## config.mk

```make
export PLATFORM = sky130hd
export DESIGN_NAME = esop_tt_sweeper_flat
export DESIGN_NICKNAME = d
export VERILOG_FILES = /design/src/rtl/esop_pkg.sv /design/src/rtl/esop_tt_sweeper_if.sv /design/src/rtl/esop_mis_tracker.sv /design/src/rtl/esop_tt_sweeper.sv /design/src/flat_wrapper.sv
export SDC_FILE = /design/constraint.sdc
export NUM_CORES = 1
export LEC_CHECK = 0
export CAP_MARGIN = 20
export CORE_UTILIZATION = 40
export DETAILED_ROUTE_END_ITERATION = 10
export MAX_ROUTING_LAYER = met4
export PLACE_DENSITY = 0.66
export REMOVE_ABC_BUFFERS = 1
export SKIP_LAST_GASP = 1
export SYNTH_ARGS = -nofsm -noshare
export SYNTH_HDL_FRONTEND = slang
export SYNTH_SLANG_ARGS = --single-unit
```

## constraint.sdc

```tcl
create_clock -name clk -period 8.69 [get_ports clk]
set_input_delay 1.3035 -clock clk [delete_from_list [all_inputs] [get_ports clk]]
set_output_delay 1.3035 -clock clk [all_outputs]
set_load 0.05 [all_outputs]
```

## src/rtl/esop_pkg.sv

```systemverilog
// Shared definitions for the ESOP truth-table sweeper.
//   state_t  : sweeper FSM states (IDLE -> SWEEP -> DONE -> IDLE)
//   tt_width : truth-table width for a given number of ESOP inputs
package esop_pkg;

  typedef enum logic [1:0] {
    ST_IDLE  = 2'd0,
    ST_SWEEP = 2'd1,
    ST_DONE  = 2'd2
  } state_t;

  function automatic int tt_width(input int n_in);
    return 1 << n_in;
  endfunction

endpackage

```

## src/rtl/esop_tt_sweeper_if.sv

```systemverilog
// Control/result bundle of the sweeper.
//   start     : request pulse, sampled only while the sweeper is idle
//   exp_tt    : expected truth table, captured together with an accepted start
//   busy      : high while sweeping
//   done      : one-cycle pulse when tt/ones/match/first_mis become valid
//   tt, ones, match, first_mis : results, held until the next accepted start
// Handshake: start is a level request; it is accepted on any rising edge where
// the sweeper is idle (busy=0 and done=0). While busy or done, start is ignored
// and nothing is queued. Results are valid from the done cycle until the edge
// that accepts the next start.
interface esop_tt_sweeper_if
  import esop_pkg::*;
#(
  parameter int N_IN = 8
);
  localparam int TT_W = tt_width(N_IN);

  logic              start;
  logic [TT_W-1:0]   exp_tt;
  logic              busy;
  logic              done;
  logic [TT_W-1:0]   tt;
  logic [N_IN:0]     ones;
  logic              match;
  logic [N_IN-1:0]   first_mis;

  modport master (
    output start, exp_tt,
    input  busy, done, tt, ones, match, first_mis
  );

  modport slave (
    input  start, exp_tt,
    output busy, done, tt, ones, match, first_mis
  );
endinterface

```

## src/rtl/esop_mis_tracker.sv

```systemverilog
// Remembers whether any sampled output disagreed with the expected value and
// the index of the first disagreement.
//   clk, rst_n : clock, async active-low reset
//   clear      : start of a new sweep; wins over sample
//   sample     : a sweep sample is being taken this cycle
//   mis        : sampled output differs from expected bit
//   idx        : index of the current sample
//   seen       : a mismatch has been recorded since the last clear
//   first_mis  : index of the first mismatch (0 if none)
module esop_mis_tracker #(
  parameter int N_IN = 8
) (
  input  logic            clk,
  input  logic            rst_n,
  input  logic            clear,
  input  logic            sample,
  input  logic            mis,
  input  logic [N_IN-1:0] idx,
  output logic            seen,
  output logic [N_IN-1:0] first_mis
);

  always_ff @(posedge clk or negedge rst_n) begin
    if (!rst_n) begin
      seen      <= 1'b0;
      first_mis <= '0;
    end else if (clear) begin
      seen      <= 1'b0;
      first_mis <= '0;
    end else if (sample && mis && !seen) begin
      // Only the lowest index is kept; the sweep visits indices in order.
      seen      <= 1'b1;
      first_mis <= idx;
    end
  end

endmodule

```

## src/rtl/esop_tt_sweeper.sv

```systemverilog
// Drives every input vector into an external combinational ESOP block, one per
// cycle, capturing its output into a truth table and comparing against an
// expected table.
//   clk, rst_n : clock, async active-low reset
//   bus        : control/results (see esop_tt_sweeper_if)
//   x          : input vector to the ESOP block (bit 0 = x0)
//   o          : ESOP output for the current x, sampled on the edge that advances x
//   dbg_state  : current FSM state
module esop_tt_sweeper
  import esop_pkg::*;
#(
  parameter int N_IN = 8
) (
  input  logic              clk,
  input  logic              rst_n,
  esop_tt_sweeper_if.slave  bus,
  output logic [N_IN-1:0]   x,
  input  logic              o,
  output state_t            dbg_state
);

  localparam int TT_W = tt_width(N_IN);

  state_t            state;
  state_t            state_nx;
  logic [TT_W-1:0]   exp_q;
  logic [TT_W-1:0]   tt_q;
  logic [N_IN:0]     ones_q;
  logic              seen;
  logic [N_IN-1:0]   first_mis_q;
  logic              accept;
  logic              sampling;
  logic              last;

  assign accept   = (state == ST_IDLE) && bus.start;
  assign sampling = (state == ST_SWEEP);
  // x counts 0..TT_W-1, so the final vector is the all-ones value.
  assign last     = &x;

  always_ff @(posedge clk or negedge rst_n) begin
    if (!rst_n) state <= ST_IDLE;
    else        state <= state_nx;
  end

  always_comb begin
    state_nx = state;
    case (state)
      ST_IDLE:  if (bus.start) state_nx = ST_SWEEP;
      ST_SWEEP: if (last)      state_nx = ST_DONE;
      ST_DONE:                 state_nx = ST_IDLE;
      default:                 state_nx = ST_IDLE;
    endcase
  end

  always_ff @(posedge clk or negedge rst_n) begin
    if (!rst_n) begin
      x      <= '0;
      exp_q  <= '0;
      tt_q   <= '0;
      ones_q <= '0;
    end else if (accept) begin
      x      <= '0;
      exp_q  <= bus.exp_tt;
      tt_q   <= '0;
      ones_q <= '0;
    end else if (sampling) begin
      tt_q[x] <= o;
      ones_q  <= ones_q + {{N_IN{1'b0}}, o};
      // Natural N_IN-bit wrap brings x back to 0 after the last vector.
      x       <= x + 1'b1;
    end
  end

  esop_mis_tracker #(.N_IN(N_IN)) u_mis (
    .clk       (clk),
    .rst_n     (rst_n),
    .clear     (accept),
    .sample    (sampling),
    .mis       (o != exp_q[x]),
    .idx       (x),
    .seen      (seen),
    .first_mis (first_mis_q)
  );

  assign bus.busy      = (state == ST_SWEEP);
  assign bus.done      = (state == ST_DONE);
  assign bus.tt        = tt_q;
  assign bus.ones      = ones_q;
  assign bus.match     = ~seen;
  assign bus.first_mis = first_mis_q;
  assign dbg_state     = state;

endmodule

```

## src/flat_wrapper.sv

```systemverilog
// flat-port wrapper written by rule: the top's interface ports become plain ports
module esop_tt_sweeper_flat import esop_pkg::*;
#(
  parameter int N_IN = 8
)
  (clk, rst_n, x, o, dbg_state, bus_start, bus_exp_tt, bus_busy, bus_done, bus_tt, bus_ones, bus_match, bus_first_mis);
  esop_tt_sweeper_if #(.N_IN(N_IN)) bus_i ();
  input  logic clk;
  input  logic rst_n;
  output logic [N_IN-1:0] x;
  input  logic o;
  output state_t dbg_state;
  input wire logic [$bits(bus_i.start)-1:0] bus_start;
  input wire logic [$bits(bus_i.exp_tt)-1:0] bus_exp_tt;
  output wire logic [$bits(bus_i.busy)-1:0] bus_busy;
  output wire logic [$bits(bus_i.done)-1:0] bus_done;
  output wire logic [$bits(bus_i.tt)-1:0] bus_tt;
  output wire logic [$bits(bus_i.ones)-1:0] bus_ones;
  output wire logic [$bits(bus_i.match)-1:0] bus_match;
  output wire logic [$bits(bus_i.first_mis)-1:0] bus_first_mis;
  assign bus_i.start = bus_start;
  assign bus_i.exp_tt = bus_exp_tt;
  assign bus_busy = bus_i.busy;
  assign bus_done = bus_i.done;
  assign bus_tt = bus_i.tt;
  assign bus_ones = bus_i.ones;
  assign bus_match = bus_i.match;
  assign bus_first_mis = bus_i.first_mis;
  esop_tt_sweeper #(.N_IN(N_IN)) u_core (.clk(clk), .rst_n(rst_n), .bus(bus_i), .x(x), .o(o), .dbg_state(dbg_state));
endmodule
```

==> results_dict.tcl <==
set metrics [dict create \
    run_status "finished clean" \
    rows 90 \
    antenna_found_initial 3 \
    path_class "flip-flop to primary output" \
    die_area_um2 62180 \
    maxCapViolCount 0 \
    grt_max_degree 216 \
    rr_worst_depth 9 \
    timing.final.max_slew_violations 0 \
    area_growth_syn_to_layout_pct 31.37 \
    io_buffer_count 545 \
    synthAdderAreaFrac 0.003067 \
    synth-simple-area-share 0.2022 \
    hold_end "u_core.exp_q[26]$_DFFE_PN0P_" \
    drcViolationCount 0 \
    power.density_nw_per_um2 292.9 \
    io_pins 546 \
    route.detailed.wl_per_inst_um 22.76 \
    totalNegativeSetupSlack_ns 0 \
    biggest_area_contributors_in_the_synthesized_netlist "sky130_fd_sc_hd__dfrtp_1 (55%), sky130_fd_sc_hd__nand2_1 (13%), sky130_fd_sc_hd__nand3_1 (5.6%)" \
    setup.reg_to_reg.worst_slack_ns 4.57 \
    post_cts_hold_buffer_count 0 \
    fp.dieW_um 249.4 \
    tightest_slew_ns 1.177 \
    cts_made_buffers 55 \
    clkTransAtPathRegs_ns 0.06 \
    final_layout_size_suffix_gt1_frac 0.06453 \
    synthFlopType "sky130_fd_sc_hd__dfrtp_1" \
    cts_tree "yes" \
    synth_top_family_by_area "simple AND/OR/NAND/NOR gates" \
    post_synthesis_mux_area_share 0.07352 \
    vdd_ir_drop_max_mv 0.1374 \
    yosysSeqAreaShare 0.5521 \
    synth-edff-count 0 \
    insertion_delay_ns 0.60 \
    replace_congestion 0.9083 \
    yosysWarningCount 0 \
    final.setup.worst_slack_ns 4.063 \
    dp.cells 3798 \
    cts_max_level 2 \
    critPathTopFamily "buffers and inverters" \
    regToRegStartpoint "u_core.x[0]$_DFFE_PN0P_" \
    hold_violations 0 \
    final_util 0.5327 \
    slew_headroom 0.2156 \
    area.sequential_um2 13520 \
    layout.filler_cells 5458 \
    first_global_vias 21940 \
    grtUsageMet2 0.4728 \
    cts_sinks 540 \
    rsz0062_at_grt "false" \
    drt-total-wl_mm 88.77 \
    hold_path_class "flip-flop to flip-flop" \
    drt-initial-drc-count 2302 \
    critPathLaunchType "flip-flop" \
    asyncSetResetFlopFracSynth 1.000 \
    post-route-min-period_ns 4.627 \
    grt_first_pass_wirelength_mm 134.3 \
    critical_path_buf_inv_count 2 \
    regToRegEndpoint "u_core.u_mis.first_mis[1]$_DFFE_PN0P_" \
    timing.critical_path.to_type "primary output" \
    timing.critical_path.slowest_cell_delay_ns 0.97 \
    area_share_of_xor_xnor_cells_in_the_synthesized_design 0 \
    floorplan.core_area_um2 60360 \
    finClkSkew_ns 0.01713 \
    ant_nets 0 \
    synth_area_leader_cell "sky130_fd_sc_hd__dfrtp_1" \
    grt.met1_usage 0.3660 \
    routed-via-count 21980 \
    synth_top_cells_by_count "sky130_fd_sc_hd__nand2_1 (843), sky130_fd_sc_hd__dfrtp_1 (540), sky130_fd_sc_hd__nand3_1 (275)" \
    post_drt_via_cell_ratio 5.635 \
    floorplan.initialDensity 0.4055 \
    drtPass1Iterations 7 \
    syn_inst 2657 \
    postSynthRegisterBits 540 \
    avgSynthCellArea_um2 9.211 \
    global_route.usage.total 0.2912 \
    final_layout_net_count 3339 \
    crit_path_max_fanout 46 \
    cts_root_buf "sky130_fd_sc_hd__clkbuf_16" \
    setup_viol 0 \
    m3_gr_usage 0.05664 \
    finalCritPeriodShare 0.5325 \
    gr-max-usage-layer "met2" \
    arrival_ns 3.32 \
    post_cts_resize_count 0 \
    synth_compound_gate_area_share 0.1224 \
    clockBufferDepth 3 \
    non_filler_instance_count_after_layout 3900 \
    dp_hpwl_mm 60.24 \
    multi_input_comb_area_um2 9868 \
    netlist_area_um2 24470 \
    static-leakage-power_nw 14.28 \
    die_y_um 249.4 \
    post-synth-top-area-fraction 0.5521 \
    min-delay-start "u_core.exp_q[26]$_DFFE_PN0P_" \
    post_cts.repair.setup_buffers 0 \
    worstPathCellList "buf_4, clkdlybuf4s50_1" \
    slowest_stage "sky130_fd_sc_hd__clkdlybuf4s50_1" \
    synth_most_common_cell "sky130_fd_sc_hd__nand2_1" \
    worstHoldPathCells 2 \
    worst_ep_required_time_ns 7.39 \
    post-place-ws_ns 4.497 \
    max_clk_rate_mhz 216.1 \
    globalRoute.totalOverflow 0 \
    synthDistinctLibCells 55 \
]
==> per-stage QoR <==
stage	hold slack, ns	area (um2)	power, mW
finish	0.4688	32150	9.417
global route	0.4830	32150	9.841
CTS	0.4730	32140	9.460
detailed placement	0.4576	30280	7.016
global placement	0.4509	30250	6.936
floorplan	0.4373	23370	5.654
==> layout make-up <==
cell class / count / area share
inverters: 11 / 0.001284
multi-input cells: 1875 / 0.3069
flip-flops and latches: 540 / 0.4205
clock inverters: 13 / 0.005604
well taps: 782 / 0.03043
repair buffers: 590 / 0.1827
diodes: 3 / 0.0002335
clock buffers: 86 / 0.05234
==> where the power goes <==
group	switching, mW	internal [mW]	total [mW]
clock network	0.999	1.44	2.44
registers	0.456	3.10	3.55
logic	2.17	1.25	3.42
total	3.62	5.79	9.42
==> sequential cells by signal (all words and copies together) (netlist names) <==
name and count:
u_core.dbg_state 2, u_core.bus.tt 256, u_core.u_mis.first_mis 8, u_core.u_mis.seen 1, u_core.bus.ones 9, u_core.exp_q 256
u_core.x 8
==> worst max path at each step <==
stage	to	depth (start not counted)	slack [ns]	startpoint
finish	x[0]	2	4.06	u_core.x[0]$_DFFE_PN0P_
global route	x[0]	2	3.85	u_core.x[0]$_DFFE_PN0P_
CTS	x[0]	2	3.96	u_core.x[0]$_DFFE_PN0P_
detailed placement	u_core.u_mis.first_mis[1]$_DFFE_PN0P_	9	4.50	u_core.x[0]$_DFFE_PN0P_
global placement	u_core.u_mis.first_mis[2]$_DFFE_PN0P_	9	4.57	u_core.x[0]$_DFFE_PN0P_
floorplan	u_core.x[7]$_DFFE_PN0P_	5	-2.48	bus_start
==> kinds of logic (layout without fill, tap and decap cells) <==
| logic type | Yosys count | in the layout |
|---|---|---|
| other | 0 | 3 |
| adder cells (fa/ha/maj) | 6 | 6 |
| buffers and inverters | 242 | 700 |
| AND/OR/NAND/NOR | 1195 | 1195 |
| AO/OA/AOI/OAI | 564 | 564 |
| multiplexers | 110 | 110 |
| flip-flops | 540 | 540 |
==> cell usage in the layout (no fill, tap or decap), drive strengths merged, types with 2 or more instances in the layout <==
cell type,n
dfrtp,540
bufinv,4
a41oi,3
diode,3
nand4,3
and3,5
or3,2
clkinv,7
inv,10
o31ai,5
o21ai,266
o22a,2
and2,15
nor2,32
nor2b,2
ha,6
a22oi,14
nand2,844
mux4,52
a21oi,261
clkbuf,86
mux2i,57
a2111oi,2
nor3,11
clkinvlp,3
nor4,3
o211ai,4
nand3,275
a211oi,2
clkdlybuf4s50,543
buf,47
==> tightest hold or removal path: stages (launching register included) <==
cell and delay, ns:
sky130_fd_sc_hd__dfrtp_1 0.34, sky130_fd_sc_hd__nand2_1 0.05, sky130_fd_sc_hd__nand2_1 0.05
==> layer usage <==
metal	up-vias	part of all wire
met3	172	0.087
met4	0	0.033
met2	1145	0.48
met1	10820	0.40
li1	9839	-
met5	-	0
No activity file was read; power rests on OpenSTA's default activity.
